--- src/rtl/ml_sched_pkg.sv ---
// Shared types and constants for the ML inference scheduler: feature/tag widths,
// anomaly class codes and the routed-response record.
package ml_sched_pkg;
  localparam int FEAT_W      = 128;
  localparam int NUM_CLASSES = 6;
  localparam int CLS_W       = $clog2(NUM_CLASSES);
  localparam int CONF_W      = 8;
  localparam int ENG_LATENCY = 4;
  localparam int TAG_W       = 3;
  localparam int TAG_DEPTH   = 8;
  localparam int CNT_W       = 4;

  typedef enum logic [CLS_W-1:0] {
    CLS_NORMAL          = 3'd0,
    CLS_PRICE_SPIKE     = 3'd1,
    CLS_VOLUME_SURGE    = 3'd2,
    CLS_FLASH_CRASH     = 3'd3,
    CLS_ORDER_IMBALANCE = 3'd4,
    CLS_QUOTE_STUFFING  = 3'd5
  } cls_e;

  typedef logic [TAG_W-1:0] tag_t;

  typedef struct packed {
    tag_t              id;
    logic [CLS_W-1:0]  cls;
    logic [CONF_W-1:0] conf;
  } rsp_t;

  // Modulo for an index known to be below 2*n.
  function automatic int wrap_idx(input int i, input int n);
    return (i >= n) ? i - n : i;
  endfunction
endpackage

--- src/rtl/ml_infer_scheduler_if.sv ---
// Requester, engine and response buses of the inference scheduler.
// master = requesters + engine side, slave = scheduler.
interface ml_infer_scheduler_if #(parameter int NUM_REQ = 4);
  import ml_sched_pkg::*;

  logic [NUM_REQ-1:0]             req_valid;
  logic [NUM_REQ-1:0][FEAT_W-1:0] req_features;
  logic [NUM_REQ-1:0]             req_ready;
  logic [FEAT_W-1:0]              eng_features;
  logic                           eng_feature_valid;
  logic [CLS_W-1:0]               eng_class;
  logic [CONF_W-1:0]              eng_confidence;
  logic                           eng_valid;
  logic [NUM_REQ-1:0]             rsp_valid;
  logic [CLS_W-1:0]               rsp_class;
  logic [CONF_W-1:0]              rsp_confidence;
  logic [TAG_W-1:0]               rsp_id;
  logic                           crit_alert;

  modport master (
    output req_valid, req_features, eng_class, eng_confidence, eng_valid,
    input  req_ready, eng_features, eng_feature_valid,
           rsp_valid, rsp_class, rsp_confidence, rsp_id, crit_alert
  );

  modport slave (
    input  req_valid, req_features, eng_class, eng_confidence, eng_valid,
    output req_ready, eng_features, eng_feature_valid,
           rsp_valid, rsp_class, rsp_confidence, rsp_id, crit_alert
  );
endinterface

--- src/rtl/ml_tag_fifo.sv ---
// 8-entry FIFO of requester ids, one entry per vector in flight through the engine.
// Simultaneous push and pop on a non-empty queue keeps the count unchanged.
module ml_tag_fifo
  import ml_sched_pkg::*;
(
  input  logic             clk,
  input  logic             rst,
  input  logic             push,
  input  tag_t             din,
  input  logic             pop,
  output tag_t             dout,
  output logic             empty,
  output logic [CNT_W-1:0] count
);
  tag_t             mem [TAG_DEPTH];
  logic [TAG_W-1:0] wptr, rptr;
  logic [CNT_W-1:0] cnt;
  logic             do_push, do_pop;

  assign do_pop  = pop && (cnt != '0);
  assign do_push = push && ((cnt != CNT_W'(TAG_DEPTH)) || do_pop);

  always_ff @(posedge clk) begin
    if (do_push) mem[wptr] <= din;
  end

  always_ff @(posedge clk) begin
    if (rst) begin
      wptr <= '0;
      rptr <= '0;
      cnt  <= '0;
    end else begin
      if (do_push) wptr <= wptr + 1'b1;
      if (do_pop)  rptr <= rptr + 1'b1;
      cnt <= cnt + CNT_W'(do_push) - CNT_W'(do_pop);
    end
  end

  assign dout  = mem[rptr];
  assign empty = (cnt == '0);
  assign count = cnt;
endmodule

--- src/rtl/ml_infer_scheduler.sv ---
// Round-robin scheduler sharing one pipelined inference engine between NUM_REQ
// feature producers; tags issues in order and routes each result back to its owner.
module ml_infer_scheduler
  import ml_sched_pkg::*;
#(
  parameter int NUM_REQ      = 4,
  parameter int LATENCY      = ENG_LATENCY,
  parameter int MAX_INFLIGHT = 8,
  parameter int MIN_GAP      = 0,
  parameter int CRIT_CLASS   = int'(CLS_FLASH_CRASH)
) (
  input  logic                 clk,
  input  logic                 rst,
  input  logic                 cfg_enable,
  ml_infer_scheduler_if.slave  bus,
  output logic [CNT_W-1:0]     inflight,
  output logic                 busy,
  output logic                 err_orphan
);
  localparam int PTR_W = $clog2(NUM_REQ);
  localparam int GAP_W = $clog2(MIN_GAP + 1) + 1;
  localparam int DRN_W = $clog2(LATENCY + 1) + 1;

  logic [PTR_W-1:0]   rr_ptr;
  logic [GAP_W-1:0]   gap_cnt;
  logic [DRN_W-1:0]   drain_cnt;
  logic               grant_ok, found, xfer, pop, drained;
  logic [PTR_W-1:0]   pick_id;
  logic [NUM_REQ-1:0] grant;
  tag_t               tag_head;
  logic               tag_empty;
  rsp_t               rsp_q;
  logic               rsp_vld_q;

  assign drained  = (drain_cnt == '0);
  assign grant_ok = cfg_enable && (gap_cnt == '0) &&
                    (inflight < CNT_W'(MAX_INFLIGHT)) && drained;

  // First valid requester at or after rr_ptr, wrapping.
  always_comb begin
    grant   = '0;
    pick_id = '0;
    found   = 1'b0;
    for (int o = 0; o < NUM_REQ; o++) begin
      if (!found && bus.req_valid[wrap_idx(int'(rr_ptr) + o, NUM_REQ)]) begin
        found   = 1'b1;
        pick_id = PTR_W'(wrap_idx(int'(rr_ptr) + o, NUM_REQ));
      end
    end
    if (grant_ok && found) grant[pick_id] = 1'b1;
  end

  assign bus.req_ready = grant;
  assign xfer          = grant_ok && found;
  // Results showing up during the post-reset drain belong to pre-reset issues.
  assign pop           = bus.eng_valid && drained && !tag_empty;

  ml_tag_fifo u_tag_fifo (
    .clk   (clk),
    .rst   (rst),
    .push  (xfer),
    .din   (TAG_W'(pick_id)),
    .pop   (pop),
    .dout  (tag_head),
    .empty (tag_empty),
    .count (inflight)
  );

  always_ff @(posedge clk) begin
    if (rst) begin
      rr_ptr                <= '0;
      gap_cnt               <= '0;
      drain_cnt             <= DRN_W'(LATENCY);
      bus.eng_features      <= '0;
      bus.eng_feature_valid <= 1'b0;
      rsp_q                 <= '0;
      rsp_vld_q             <= 1'b0;
      err_orphan            <= 1'b0;
    end else begin
      bus.eng_feature_valid <= xfer;
      if (xfer) begin
        bus.eng_features <= bus.req_features[pick_id];
        rr_ptr           <= PTR_W'(wrap_idx(int'(pick_id) + 1, NUM_REQ));
        gap_cnt          <= GAP_W'(MIN_GAP);
      end else if (gap_cnt != '0) begin
        gap_cnt <= gap_cnt - 1'b1;
      end
      if (!drained) drain_cnt <= drain_cnt - 1'b1;

      rsp_vld_q <= pop;
      if (pop) rsp_q <= '{id: tag_head, cls: bus.eng_class, conf: bus.eng_confidence};
      if (bus.eng_valid && drained && tag_empty) err_orphan <= 1'b1;
    end
  end

  for (genvar i = 0; i < NUM_REQ; i++) begin : g_rsp
    assign bus.rsp_valid[i] = rsp_vld_q && (rsp_q.id == TAG_W'(i));
  end

  assign bus.rsp_class      = rsp_q.cls;
  assign bus.rsp_confidence = rsp_q.conf;
  assign bus.rsp_id         = rsp_q.id;
  assign bus.crit_alert     = rsp_vld_q && (rsp_q.cls == CLS_W'(CRIT_CLASS));
  assign busy               = (inflight != '0);
endmodule

--- src/flat_wrapper.sv ---
// flat-port wrapper written by rule: the top's interface ports become plain ports
module ml_infer_scheduler_flat import ml_sched_pkg::*;
#(
  parameter int NUM_REQ      = 4,
  parameter int LATENCY      = ENG_LATENCY,
  parameter int MAX_INFLIGHT = 8,
  parameter int MIN_GAP      = 0,
  parameter int CRIT_CLASS   = int'(CLS_FLASH_CRASH)
)
  (clk, rst, cfg_enable, inflight, busy, err_orphan, bus_req_valid, bus_req_features, bus_eng_class, bus_eng_confidence, bus_eng_valid, bus_req_ready, bus_eng_features, bus_eng_feature_valid, bus_rsp_valid, bus_rsp_class, bus_rsp_confidence, bus_rsp_id, bus_crit_alert);
  ml_infer_scheduler_if #(.NUM_REQ(NUM_REQ)) bus_i ();
  input  logic clk;
  input  logic rst;
  input  logic cfg_enable;
  output logic [CNT_W-1:0] inflight;
  output logic busy;
  output logic err_orphan;
  input wire logic [$bits(bus_i.req_valid)-1:0] bus_req_valid;
  input wire logic [$bits(bus_i.req_features)-1:0] bus_req_features;
  input wire logic [$bits(bus_i.eng_class)-1:0] bus_eng_class;
  input wire logic [$bits(bus_i.eng_confidence)-1:0] bus_eng_confidence;
  input wire logic [$bits(bus_i.eng_valid)-1:0] bus_eng_valid;
  output wire logic [$bits(bus_i.req_ready)-1:0] bus_req_ready;
  output wire logic [$bits(bus_i.eng_features)-1:0] bus_eng_features;
  output wire logic [$bits(bus_i.eng_feature_valid)-1:0] bus_eng_feature_valid;
  output wire logic [$bits(bus_i.rsp_valid)-1:0] bus_rsp_valid;
  output wire logic [$bits(bus_i.rsp_class)-1:0] bus_rsp_class;
  output wire logic [$bits(bus_i.rsp_confidence)-1:0] bus_rsp_confidence;
  output wire logic [$bits(bus_i.rsp_id)-1:0] bus_rsp_id;
  output wire logic [$bits(bus_i.crit_alert)-1:0] bus_crit_alert;
  assign bus_i.req_valid = bus_req_valid;
  assign bus_i.req_features = bus_req_features;
  assign bus_i.eng_class = bus_eng_class;
  assign bus_i.eng_confidence = bus_eng_confidence;
  assign bus_i.eng_valid = bus_eng_valid;
  assign bus_req_ready = bus_i.req_ready;
  assign bus_eng_features = bus_i.eng_features;
  assign bus_eng_feature_valid = bus_i.eng_feature_valid;
  assign bus_rsp_valid = bus_i.rsp_valid;
  assign bus_rsp_class = bus_i.rsp_class;
  assign bus_rsp_confidence = bus_i.rsp_confidence;
  assign bus_rsp_id = bus_i.rsp_id;
  assign bus_crit_alert = bus_i.crit_alert;
  ml_infer_scheduler #(.NUM_REQ(NUM_REQ), .LATENCY(LATENCY), .MAX_INFLIGHT(MAX_INFLIGHT), .MIN_GAP(MIN_GAP), .CRIT_CLASS(CRIT_CLASS)) u_core (.clk(clk), .rst(rst), .cfg_enable(cfg_enable), .bus(bus_i), .inflight(inflight), .busy(busy), .err_orphan(err_orphan));
endmodule
--- config.mk ---
export PLATFORM = sky130hd
export DESIGN_NAME = ml_infer_scheduler_flat
export DESIGN_NICKNAME = d
export VERILOG_FILES = /design/src/rtl/ml_sched_pkg.sv /design/src/rtl/ml_infer_scheduler_if.sv /design/src/rtl/ml_tag_fifo.sv /design/src/rtl/ml_infer_scheduler.sv /design/src/flat_wrapper.sv
export SDC_FILE = /design/constraint.sdc
export NUM_CORES = 1
export LEC_CHECK = 0
export ABC_CLOCK_PERIOD_IN_PS = 2980
export CORE_AREA = 2 2 267 269
export CTS_CLUSTER_SIZE = 28
export DETAILED_ROUTE_END_ITERATION = 10
export DIE_AREA = 0 0 269 271
export SLEW_MARGIN = 25
export SYNTH_ARGS = -nofsm -noshare
export SYNTH_HDL_FRONTEND = slang
export SYNTH_SLANG_ARGS = --single-unit
--- constraint.sdc ---
create_clock -name clk -period 2.98 [get_ports clk]
set_clock_uncertainty 0.2 [all_clocks]
set_input_delay 0.596 -clock clk [delete_from_list [all_inputs] [get_ports clk]]
set_output_delay 0.596 -clock clk [all_outputs]
set_load 0.01 [all_outputs]
# --- After elaboration in Yosys (flattened, before gate mapping) ---
# Memories as Yosys holds them, arrays and structs flattened. A register that Yosys moved wholly into a read port is not among the register bits.
# Index checks and enable logic that the tools add are counted.
word_totals:
  n_memories: 1
  latch_bits: 0
  ram_bits: 16
  romBits: 0
  reg_bits: 162
  input_bits: 531
memory_table:
  columns: ["memory", "depth", "word_bits", "rd", "rd_clocked_by_memory_dff", "wr", "line_no", "rtl"]
  rows:
  - ["u_core.u_tag_fifo.mem", 8, 2, 1, 1, 1, "ml_tag_fifo.sv:15", "tag_t mem [TAG_DEPTH];"]
op_classes:
  mul: 0
  mux: 32
  shift: 0
  reduce_logical: 28
  bitwise_logic: 1
  div_mod_pow: 0
  n_eq_ne: 5
  add_sub_neg: 15
  magnitude_cmp: 12
op_table:
  columns: ["cell", "count"]
  rows:
  - ["$bmux W128 S2", 1]
  - ["$lt A32 B4 Y1 const B", 4]
  - ["$mux W128", 1]
  - ["$mux W32", 4]
  - ["$ge A32 B4 Y1 const B", 3]
  - ["$sub A32 B4 Y32 const B", 3]
  - ["$logic_and A1 B1 Y1", 18]
  - ["$mux W1", 15]
  - ["$mux W2", 5]
  - ["$eq A3 B2 Y1 const B", 3]
  - ["$bmux W1 S2", 4]
  - ["$logic_not A4 Y1", 2]
  - ["$add A2 B1 Y3 const B", 2]
  - ["$add A2 B2 Y3 const B", 2]
  - ["$add A3 B1 Y3 const B", 2]
  - ["$add A4 B1 Y4", 1]
  - ["$logic_not A1 Y1", 4]
  - ["$lt A4 B4 Y1 const B", 1]
  - ["$mux W4", 1]
  - ["$ne A4 B4 Y1 const B", 1]
  - ["$reduce_bool A4 Y1", 1]
  - ["$sub A2 B3 Y4 const B", 1]
  - ["$sub A4 B1 Y4", 1]
  - ["$sub A4 B1 Y4 const B", 1]
  - ["other kinds (12)", 12]

# --- Logic depth before layout (Yosys ltp) ---
logic_depth:
  depth_word: 20
  mapped_depth: 12

# --- Hierarchy ---
# From an unflattened synthesis, not the netlist that was laid out.
unflattened:
  hier_cells: 970
  hier_area_um2: 10272.4
by_module_without_submodules:
  columns: ["mod", "cells_each", "area_per_inst_um2", "instances"]
  rows:
  - ["ml_infer_scheduler", 846, 8608.3, 1]
  - ["ml_tag_fifo", 124, 1664.1, 1]

# --- Worst setup path before layout ---
# No wires, ideal clock.
synth_path:
  path_kind: "input -> output"
  start: "input bus_req_valid[2]"
  end: "output bus_req_ready[0]"
  slack_ps: 28
  n_path_buf: 3
  arrival_time_ps: 2156
  path_stages: 9
  t_required_ps: 2184
  path_cell_list: "nor2b_1 -> a21boi_0 -> o32a_1 -> buf_2 -> buf_2 -> buf_2 -> inv_1 -> ha_1 -> and2_1"
synth_via:
  elab_chain_len: 18
  word_cells_on_any_way: 33
synth_rtl:
  columns: ["item", "line_no", "rtl"]
  rows:
  - ["start: declaration", "flat_wrapper.sv:18", "input wire logic [$bits(bus_i.req_valid)-1:0] bus_req_valid;"]
  - ["$bmux W1 S2", "ml_infer_scheduler.sv:45", "if (!found && bus.req_valid[wrap_idx(int'(rr_ptr) + o, NUM_REQ)]) begin"]
  - ["$mux W1 (not written as such) (2 in series)", "ml_infer_scheduler.sv:45", null]
  - ["$mux W1", "ml_infer_scheduler.sv:45", null]
  - ["$logic_not A1 Y1", "ml_infer_scheduler.sv:45", null]
  - ["$logic_and A1 B1 Y1", "ml_infer_scheduler.sv:45", null]
  - ["$mux W1", "ml_infer_scheduler.sv:45", null]
  - ["$logic_not A1 Y1", "ml_infer_scheduler.sv:45", null]
  - ["$logic_and A1 B1 Y1", "ml_infer_scheduler.sv:45", null]
  - ["[... 2 more ...]", null, null]
  - ["$logic_and A1 B1 Y1", "ml_infer_scheduler.sv:45", null]
  - ["$mux W2 (*)", "ml_infer_scheduler.sv:45", null]
  - ["named net u_core.pick_id[1]", "ml_infer_scheduler.sv:28", "logic [PTR_W-1:0] pick_id;"]
  - ["$lt A2 B3 Y1 (not written as such) / $ge A2 B1 Y1 (equally long branches)", "ml_infer_scheduler.sv:50", "if (grant_ok && found) grant[pick_id] = 1'b1;"]
  - ["$logic_and A1 B1 Y1 (not written as such)", "ml_infer_scheduler.sv:50", null]
  - ["$mux W1 (not written as such)", "ml_infer_scheduler.sv:50", null]
  - ["$demux W1 S2 (*)", null, null]
  - ["$mux W4 (*)", "ml_infer_scheduler.sv:50", null]
  - ["end: declaration", "flat_wrapper.sv:23", "output wire logic [$bits(bus_i.req_ready)-1:0] bus_req_ready;"]
# The timed path passes the listed nets; every way through them passes the cells marked *. The select of a mux whose other input is x is not followed.

# --- Worst setup path in the final report ---
layout_path:
  start: "input bus_req_valid[2]"
  end: "output bus_req_ready[3]"
layout_via:
  elab_chain_len: 18
  word_cells_on_any_way: 33
layout_rtl:
  columns: ["item", "line_no"]
  rows:
  - ["$bmux W1 S2", "ml_infer_scheduler.sv:45"]
  - ["$mux W1 (not written as such) (2 in series)", "ml_infer_scheduler.sv:45"]
  - ["$mux W1", "ml_infer_scheduler.sv:45"]
  - ["$logic_not A1 Y1", "ml_infer_scheduler.sv:45"]
  - ["$logic_and A1 B1 Y1", "ml_infer_scheduler.sv:45"]
  - ["$mux W1", "ml_infer_scheduler.sv:45"]
  - ["$logic_not A1 Y1", "ml_infer_scheduler.sv:45"]
  - ["$logic_and A1 B1 Y1", "ml_infer_scheduler.sv:45"]
  - ["$mux W1", "ml_infer_scheduler.sv:45"]
  - ["$logic_not A1 Y1", "ml_infer_scheduler.sv:45"]
  - ["$logic_and A1 B1 Y1", "ml_infer_scheduler.sv:45"]
  - ["$mux W2", "ml_infer_scheduler.sv:45"]
  - ["$lt A2 B3 Y1 (not written as such) / $ge A2 B1 Y1 (equally long branches)", "ml_infer_scheduler.sv:50"]
  - ["$logic_and A1 B1 Y1 (not written as such)", "ml_infer_scheduler.sv:50"]
  - ["$mux W1 (not written as such)", "ml_infer_scheduler.sv:50"]
  - ["$demux W1 S2", null]
  - ["$mux W4 (*)", "ml_infer_scheduler.sv:50"]
# Mark *: on every way between the ends. The rest lies on a longest branch, timed or not. The select of a mux whose other input is x is not followed.

==> out/results.ini <==
[sta]
setup_slack_ps = -9.302
fin_setup_tns_ps = -9.302
setup_viol_count_final = 1
min_period_over_period_pct = 100.3
worst_pin_slew_ps = 652.6
rsz0062_at_grt = yes
hold_viol = 0
maxSlewHeadroom_pct = 56.50
whs_ps = 259.8
fmax_mhz = 334.5
maxSlewViolCount = 0
finalCriticalPeriod_ps = 2989

[synth]
synthMuxAreaShare_pct = 27.82
async_reset_ff_share_pct = 0
synthTopCellsByCount = 259 x mux2i_1, 161 x dfxtp_1, 158 x nand2_1
synthesis.yosys.warnings = 0
synthSimpleGateAreaFrac_pct = 9.744
syn_area_um2 = 9643
ys_seq_area_share_pct = 38.41
ys_types = 46
synth_compound_gate_area_share_pct = 15.52
synth.area.top_cells = dfxtp_1 33%, mux2i_1 27%, o221ai_1 9.2%
synth_top_flop_cell = dfxtp_1
synth.avg_cell_area_um2 = 10.37
synth_xor_area_share_pct = 0.6358
synth_top_family_by_area = multiplexers
synth_cells = 930
synthAdderAreaFrac_pct = 1.894
synth_edf_count = 16
yosysTopAreaCell = dfxtp_1
yosysMostFrequentCell = mux2i_1
ys_ff_latch = 177
yosys.area.top_type_share_pct = 33.42

[detailed_routing]
dr.pass1.iters = 6
vias = 10310
dr.first_iter.drc_count = 436
wirelength_mm = 48.26
wl_per_cell_um = 18.50
viasPerCell = 3.950
drc = 0
drtAntennaViolNets = 0

[placed_design]
placed_cell_area_um2 = 17950
place_congestion = 0.9297
portBuffers = 687
place_hpwl_mm = 39.56
place_ws_ps = -487.2

[setup_path]
crit_required_ps = 2180
worst-path-buf-inv = 3
path_max_fanout = 5
critPathSlowestCell = o32a_2
cp-start-kind = input port
crit_family = compound AO/OA/AOI/OAI gates
crit_top_cell = buf_6
cp.arrival_ps = 2190
worstPathCellList = dlygate4sd2_1 > nor2b_2 > a21boi_0 > o32a_2 > buf_6 > ha_1 > and2_4 > buf_6
criticalPathCategory = input port to primary output
crit_path_max_incr_delay_ps = 470
critPathCaptureType = primary output

[power_and_ir_drop]
ir_drop_v = 0.0003188
p_per_area_nw_per_um2 = 402.7
pwr-share-clk_pct = 34.2
internal-power_mw = 5.269
p_total_mw = 7.555
p_comb_share_pct = 30.7
leakage_nw = 6.645
pwr-share-seq_pct = 35.1
power.switching_mw = 2.286
swShare_pct = 30.25

[floorplanning]
design.portCount = 689
start_util_pct = 13.82
core_area_um2 = 69790
die-width_um = 269
dieArea_um2 = 72900
die_h_um = 271
rows = 97

[clock_network]
clk_latency_ps = 480
clock_path_buffers = 2
hold_buffers = 0
cts_buffers = 17
clkTransAtPathRegs_ps = 80
cts_root_buf = clkbuf_16
htreeDepth = 4
clock-sinks = 177
cts_tree = built

[global_route]
grt_antenna_before_repair = 11
grt_pass1_wl_mm = 68.39
grt_pass1_vias = 10820
grt-ovfl-total = 0
grt_usage_pct = 12.84
grt_max_degree = 83

[min_path]
worstHoldPathType = flop to flop

[final_layout]
syn_to_final_growth_pct = 94.56
drive_gt1_share_pct = 10.77
finalInstanceArea_um2 = 18760
final_nets = 2194

[flow_run]
cap_violations = 0

[status]
status = finished with violations
violations = setup timing

-- sequential cells by signal, summed over array words and instances (netlist names) --
name	flops
u_core.bus.rsp_class	3
u_core.bus.eng_features	128
u_core.err_orphan	1
u_core.u_tag_fifo.mem	16
u_core.drain_cnt	4
u_core.bus.eng_feature_valid	1
u_core.u_tag_fifo.wptr	3
u_core.u_tag_fifo.count	4
u_core.bus.rsp_id	2
u_core.rr_ptr	2
u_core.u_tag_fifo.rptr	3
u_core.bus.rsp_confidence	8
u_core.gap_cnt	1
u_core.rsp_vld_q	1
-- worst min-delay path: stages, from the launching register on --
cell and delay [ps]:
dfxtp_1 320, nand2_1 50, a21oi_1 50
-- power groups by stage --
stage	registers (mW)	logic [mW]	clock network, mW
after floorplan	2.73	0.879	0
after global placement	2.70	2.23	0
after detailed placement	2.70	2.27	0
after CTS	2.65	2.34	2.72
after global routing	2.67	2.50	2.79
final	2.65	2.32	2.58
-- cells by family (layout without fill, tap and decap cells) --
group	count (synthesis)	in the layout
mux	263	263
simple gates	218	218
flops	177	177
compound gates	161	161
buf+inv	89	820
fa+ha+maj	14	14
xor+xnor	7	7
other cells	1	9
-- cells in the final DEF, fill, tap and decap left out, types with 8 or more instances in the layout --
| cell type | n |
|---|---|
| clkbuf_16 | 17 |
| ha_1 | 12 |
| buf_6 | 8 |
| clkdlybuf4s50_1 | 678 |
| nor2_1 | 25 |
| dfxtp_1 | 159 |
| a21oi_1 | 17 |
| edfxtp_1 | 16 |
| nand2_1 | 158 |
| mux2i_1 | 259 |
| buf_4 | 75 |
| buf_12 | 13 |
| o221ai_2 | 28 |
| o221ai_1 | 101 |
-- stage by stage --
stage | utilization (%) | instances
after global routing | 26.87 | 2606
after CTS | 26.83 | 2601
after detailed placement | 25.72 | 2558
after global placement | 25.72 | 2558
after floorplan | - | 931
final | 26.88 | 2609
-- layout make-up --
type	instances	area, µm²
fillers	7291	51020
multi-input cells	665	5421
repair buffers	779	7747
clock buffers	17	425.4
well taps	940	1176
flip-flops and latches	177	3706
clock inverters	15	234.0
diodes	7	17.52
inverters	9	33.78
-- what timing repair did --
item	4_1_cts	5_1_grt
pin swaps	5	0
endpoints found under the setup margin	4	5
setup buffers	11	1
gates resized for setup	38	3
-- worst paths after layout --
| path | from | to | slack (ps) | cells after the start |
|---|---|---|---|---|
| min reg2reg | u_core.bus.rsp_confidence[5]$_SDFFE_PP0P_ | u_core.bus.rsp_confidence[5]$_SDFFE_PP0P_ | 260 | 2 |
| min | u_core.bus.rsp_confidence[5]$_SDFFE_PP0P_ | u_core.bus.rsp_confidence[5]$_SDFFE_PP0P_ | 260 | 2 |
| max reg2reg | u_core.drain_cnt[1]$_SDFFE_PP0P_ | u_core.u_tag_fifo.count[2]$_SDFF_PP0_ | 230 | 12 |
| max | bus_req_valid[2] | bus_req_ready[3] | -9 | 8 |
-- routing by layer --
metal | wire length, µm | up-vias | track usage (%)
met5 | 7 | - | 0
li1 | - | 4935 | -
met3 | 3709 | 52 | 3.531
met1 | 19480 | 4872 | 14.83
met2 | 23800 | 444 | 21.75
met4 | 1269 | 2 | 6.096
Power figures use the tool's default switching activity.
